$ cat config.mk
export PLATFORM = sky130hd
export DESIGN_NAME = bypass_mux_reg
export DESIGN_NICKNAME = d
export VERILOG_FILES = /design/src/rtl/bypass_mux_reg.sv
export SDC_FILE = /design/constraint.sdc
export NUM_CORES = 1
export LEC_CHECK = 0
export CAP_MARGIN = 15
export CORE_UTILIZATION = 35
export DETAILED_ROUTE_END_ITERATION = 8
export GPL_TIMING_DRIVEN = 0
export PLACE_DENSITY_LB_ADDON = 0.08
export SYNTH_ARGS = -nofsm -noshare
export SYNTH_HDL_FRONTEND = slang
export SYNTH_SLANG_ARGS = --single-unit
$ cat constraint.sdc
create_clock -name clk -period 4.65 [get_ports clk]
set_input_delay 1.395 -clock clk [delete_from_list [all_inputs] [get_ports clk]]
set_output_delay 1.395 -clock clk [all_outputs]
set_load 0.01 [all_outputs]
$ cat src/rtl/bypass_mux_reg.sv
// N-source operand bypass selector with a registered output stage for the ID/EX boundary.
// Optional saturating bypass/hazard statistics counters are enabled by defining BYPASS_STATS_EN.
module bypass_mux_reg #(
  parameter int WIDTH = 32,
  parameter int NSRC  = 4,
  parameter int TAGW  = 5
) (
  input  logic                  clk,
  input  logic                  rst,
  input  logic                  stall,
  input  logic                  flush,
  input  logic                  in_valid,
  input  logic [TAGW-1:0]       src_tag,
  input  logic [WIDTH-1:0]      rf_data,
  input  logic [NSRC-1:0]       byp_valid,
  input  logic [NSRC-1:0]       byp_ready,
  input  logic [NSRC*TAGW-1:0]  byp_tag,
  input  logic [NSRC*WIDTH-1:0] byp_data,
  output logic                  hazard,
  output logic                  out_valid,
  output logic [WIDTH-1:0]      out_data,
  output logic [NSRC:0]         out_sel
`ifdef BYPASS_STATS_EN
  ,
  output logic [31:0]           stat_bypass,
  output logic [31:0]           stat_hazard
`endif
);

  logic [NSRC-1:0]  match;
  logic [NSRC:0]    sel_oh;
  logic [WIDTH-1:0] sel_data;
  logic             win_found;
  logic             win_ready;

  // Register 0 is hard-wired, so a zero tag never forwards.
  for (genvar g = 0; g < NSRC; g++) begin : g_match
    assign match[g] = byp_valid[g] && (byp_tag[g*TAGW +: TAGW] == src_tag) && (src_tag != '0);
  end

  // Walk from oldest to youngest so the lowest matching index is the last writer and wins,
  // including when that producer is not ready (it still shadows older ready ones).
  always_comb begin
    // NOTE: every output of this block gets a default first so no path leaves one unassigned (no latch).
    sel_oh    = '0;
    sel_data  = rf_data;
    win_found = 1'b0;
    win_ready = 1'b1;
    for (int i = NSRC - 1; i >= 0; i--) begin
      if (match[i]) begin
        sel_oh    = '0;
        sel_oh[i] = 1'b1;
        sel_data  = byp_data[i*WIDTH +: WIDTH];
        win_found = 1'b1;
        win_ready = byp_ready[i];
      end
    end
    if (!win_found) sel_oh[NSRC] = 1'b1;
  end

  assign hazard = in_valid && win_found && !win_ready;

  always_ff @(posedge clk) begin
    // NOTE: non-blocking assignments here so every register samples pre-edge values together.
    if (rst || flush) begin
      out_valid <= 1'b0;
      out_data  <= '0;
      out_sel   <= '0;
    end else if (stall) begin
      out_valid <= out_valid;
      out_data  <= out_data;
      out_sel   <= out_sel;
    end else if (hazard || !in_valid) begin
      // A hazard inserts a bubble; an idle request also captures zeros.
      out_valid <= 1'b0;
      out_data  <= '0;
      out_sel   <= '0;
    end else begin
      out_valid <= 1'b1;
      out_data  <= sel_data;
      out_sel   <= sel_oh;
    end
  end

`ifdef BYPASS_STATS_EN
  logic bypass_evt;
  logic hazard_evt;

  assign bypass_evt = !flush && !stall && !hazard && in_valid && !sel_oh[NSRC];
  assign hazard_evt = hazard && !stall;

  always_ff @(posedge clk) begin
    if (rst) begin
      stat_bypass <= '0;
      stat_hazard <= '0;
    end else begin
      if (bypass_evt && (stat_bypass != 32'hFFFF_FFFF)) stat_bypass <= stat_bypass + 32'd1;
      if (hazard_evt && (stat_hazard != 32'hFFFF_FFFF)) stat_hazard <= stat_hazard + 32'd1;
    end
  end
`endif

endmodule

======== After elaboration in Yosys (flattened, before gate mapping) ========
Cells that the tools add are included.
word-level totals
  register bits ........................... 38
  bits in latches ......................... 0
  memory bits (writable) .................. 0
  bits in read-only memories .............. 0
  bits of input ports ..................... 198
  output and inout bits ................... 39
  logic and storage cells ................. 42
  memories kept ........................... 0
operators by class
  add/sub/neg operators ................... 0
  $mul .................................... 0
  divide/modulo/power cells ............... 0
  order comparisons ....................... 0
  equality and inequality tests ........... 4
  shift-type cells ........................ 0
  multiplexer cells ....................... 20
  bitwise operators ....................... 0
  reductions and logical operators ........ 15
operator list
  cell                 count
  $mux W32             5
  $eq A5 B5 Y1         4
  $mux W5              4
  $logic_and A1 B1 Y1  10
  $mux W1              10
  $reduce_bool A5 Y1   1
  $mux W4              1
  $logic_not A1 Y1     2
  $logic_or A1 B1 Y1   2

======== Logic depth before layout (Yosys ltp) ========
  depth after elaboration ................. 11
  depth in mapped cells ................... 10
  mapped depth without buffers ............ 6

======== Worst setup path after synthesis ========
No wires, ideal clock.
  path type ............................... in2out
  from .................................... in src_tag[3]
  to ...................................... out hazard
  data arrival time ....................... 3035 ps
  data required time ...................... 3255 ps
  slack ................................... 220 ps
  stages .................................. 7
  path buffers ............................ 1
  path through ............................ buf_2 > or4_4 > o211ai_2 > nor2_1 > o311a_1 > nor2_1 > o21a_1
between the ends
  word-level cells in the longest chain between the ends .. 9
  elaborated cells on any way between the ends .. 24
  those cells by class .................... 4 x eq/ne; 8 x mux; 12 x reduce/logical
ends and longest elaborated chain
  what                                                            line  RTL
  from (decl)                                                     13    input logic [TAGW-1:0] src_tag,
  $eq A5 B5 Y1                                                    38    assign match[g] = byp_valid[g] && (byp_tag[g*TAGW +: TAGW] == src_tag) && (src_tag != '0);
  $logic_and A1 B1 Y1 (2 in series)                               38
  $mux W1 (4 in series)                                           50    if (match[i]) begin
  $logic_and A1 B1 Y1 / $logic_not A1 Y1 (equally long branches)  61    assign hazard = in_valid && win_found && !win_ready;
  $logic_and A1 B1 Y1 *                                           61
  to (decl)                                                       19    output logic hazard,
Mark *: on every way between the ends. The rest lies on a longest branch, timed or not.

======== Worst setup path in the final report ========
Same ends and word-level chain as after synthesis.

==> flow_summary_export.csv <==
group,metric,value,unit
status,outcome,"finished, violations left",
status,failed_checks,"design-rule violations",
timing,layout_worst_path_cycle_share,98.4,%
worst_setup_path,cp.buffers_inverters,3,
die,num_io_pins,237,
worst_setup_path,r2r-end,"out_sel[4]",
die,die_w,98.4,um
worst_setup_path,cpLargestDelayFamily,"simple AND/OR/NAND/NOR gates",
global_routing,grt_start_max_net_pins,18,
layout,syn_to_final_growth,84.2,%
place,post_dp_cell_area,5700,sq um
worst_setup_path,criticalPathCategory,"in -> out",
synthesis,synth.distinct_cells,46,
clock_tree,cts_tree,"done",
synthesis,synth_seq_cells,38,
clock_tree,cts_hold_buf,0,
clock_tree,clk_pin_slew,0.08,ns
layout,fin_area,6000,sq um
timing,whs,0.449,ns
power,leakagePower,2.53,nW
min_path,holdCritStartpoint,"out_data[5]",
synthesis,synth_nets,666,
clock_tree,cts_made_buffers,5,
timing,tns,0,ns
global_routing,first_global_vias,4633,
timing,worstMarginPinSlew,0.719,ns
min_path,whs_path_depth,2,
global_routing,grt_pass1_wl,23000,um
layout,final_nets,918,
timing,finClkSkew,0,ns
routing,drt-initial-drc-count,300,
synthesis,syn-cell-area,3260,sq um
die,die_area,9690,sq um
clock_tree,insertion_delay,0.29,ns
timing,fmax,218,MHz
clock_tree,h-tree-depth,2,
min_path,min_path_type,"reg -> reg",
synthesis,syn_inst,468,
power,power_density,156,nW/um^2
synthesis,synth_ff_type,"dfxtp_1",
timing,slew_headroom,51.9,%
timing,fin_crit,4.58,ns
die,core,8850,sq um
worst_setup_path,slowest_stage,"or4_4",
synthesis,syn_avg_cell_area,6.96,sq um
worst_setup_path,crit_path_end_kind,"primary output",
global_routing,grt_usage,30.2,%
worst_setup_path,crit_fanout,5,
routing,vias_per_cell,5.50,
global_routing,overflow,0,
timing,final_max_slew_viol_count,0,
clock_tree,cts_buffer_depth,2,
layout,final_util,67.8,%
worst_setup_path,r2r_slack,4.02,ns
synthesis,yosysTopAreaCell,"dfxtp_1",
synthesis,yosysWarnings,0,
layout,layout-drive-gt1-share,8.62,%
timing,finalHoldViolations,0,
routing,drcViolationCount,13,
synthesis,async_flop_share,0,%
place,place_congestion,0.877,
global_routing,antenna_found_initial,0,
layout,n_antenna_cell,0,
synthesis,synth-edff-count,0,
synthesis,ys_top_cells_by_area,"dfxtp_1 (23%), and3_1 (9.0%), o221ai_1 (8.1%)",
die,die_y,98.4,um
routing,antenna_left,0,
routing,vias,4547,
timing,finalSetupViolCount,0,
power,irDropWorstVdd,0.110,mV
worst_setup_path,startpoint_type,"primary input",
place,port-buffer-count,231,
run,cap_viol_max_count,0,
worst_setup_path,cp_slowest_stage_delay,0.56,ns
routing,routed_wirelength,15000,um
clock_tree,clkSinkCount,38,
worst_setup_path,worst_ep_arrival_time,3.18,ns
min_path,hold_path_end,"out_data[5]",
worst_setup_path,required,3.25,ns
routing,wire_per_inst,18.1,um
die,start_util,36.8,%
layout,n_fill_cell,800,
worst_setup_path,r2r_cells,2,
synthesis,yosysTopAreaCellShare,23.4,%
clock_tree,root_buffer,"clkbuf_8",
timing,rsz0062_at_grt,"no",
synthesis,yosysSeqAreaShare,23.4,%
die,core.rowCount,34,
place,dp_hpwl,11600,um
worst_setup_path,r2r-start,"out_sel[4]",
worst_setup_path,cp_cell_sequence,"buf_4, or4_4, or2_0, clkbuf_1, nand3_4, o311a_4, nor2_4, o21a_1, buf_6",
routing,first_pass_iters,9,
## final cells by class
type                    count  area, sq um  share of cell area [%]
repair buffers            246         2430                    40.6
multi-input cells         345         2190                    36.6
flip-flops and latches     38          761                    12.7
plain buffers              47          253                    4.21
inverters                  37          139                    2.32
well taps                 108          135                    2.25
clock buffers               6         82.6                    1.38
## report_power, final
group / leakage [nW] / total, mW / internal [mW] / switching, mW
clock: 0.0431 / 0.238 / 0.115 / 0.123
sequential: 0.308 / 0.337 / 0.332 / 0.00425
combinational: 2.18 / 0.359 / 0.223 / 0.136
total: 2.53 / 0.933 / 0.670 / 0.263
## how the worst max path moves through the flow
| stage | start | end | slack, ns | cells past startpoint |
|---|---|---|---|---|
| 6_report | src_tag[3] | hazard | 0.07 | 9 |
| 5_1_grt | byp_tag[12] | hazard | 0.008 | 9 |
| 4_1_cts | src_tag[4] | hazard | 0.009 | 9 |
| 3_5_place_dp | byp_tag[16] | hazard | -0.75 | 8 |
| 3_3_place_gp | byp_tag[16] | hazard | -0.78 | 8 |
| 2_1_floorplan | src_tag[3] | hazard | 0.22 | 7 |
## Yosys cell counts, drive strengths merged, types with 10 or more instances
cell type and instances:
a211oi 23, and3 47, buf 21, clkbuf 27
dfxtp 38, inv 37, nand2 70, nor3 50
o21ai 35, o221ai 30, o31ai 10, xor2 13
## state kept, by name, indices dropped and copies added, names as in the netlist
name,cells
out_data,32
out_sel,5
out_valid,1
## kinds of logic after synthesis
kind of cell / Yosys count / synth area share, %
compound gates: 117 / 26.2
simple gates: 207 / 33.0
xor+xnor: 20 / 5.38
flops: 38 / 23.4
buf+inv: 85 / 11.8
mux: 1 / 0.307
## metrics by stage
stage	setup WS [ns]	cells	total power, mW
after floorplan	0.220	468	0.467
after global placement	-0.777	807	0.676
after detailed placement	-0.746	807	0.681
after CTS	0.00856	820	0.925
after global routing	0.00834	827	0.978
final	0.0724	827	0.933
## layer usage
metal,share of wire (%),up-vias,GRT usage [%]
met2,50,233,53.7
li1,-,2192,-
met4,2.0,0,8.27
met1,39,2098,36.5
met5,0,-,0
met3,8.7,24,7.09
## cells in the final DEF (no fill, tap or decap), drive strengths merged, types with 9 or more instances in the layout
cell type and n:
a211oi 23, clkbuf 33, buf 36, o31ai 10
clkdlybuf4s50 226, inv 37, nand4 9, nand2 70
dfxtp 38, and3 47, o21ai 35, nor3 50
xor2 13, o221ai 30
## tightest hold or removal path: stages, from the launching register on
cell	delay (ns)
dfxtp_1	0.31
nand2_1	0.05
o21ai_1	0.05
## what timing repair did
item                       4_1_cts  5_1_grt
buffers inserted                 8        6
gates resized for setup         17       14
pin swaps                        8        7
setup endpoints to repair        1        1
hold endpoints to repair         0        0
Note: power is estimated with default switching activity, not from simulation.
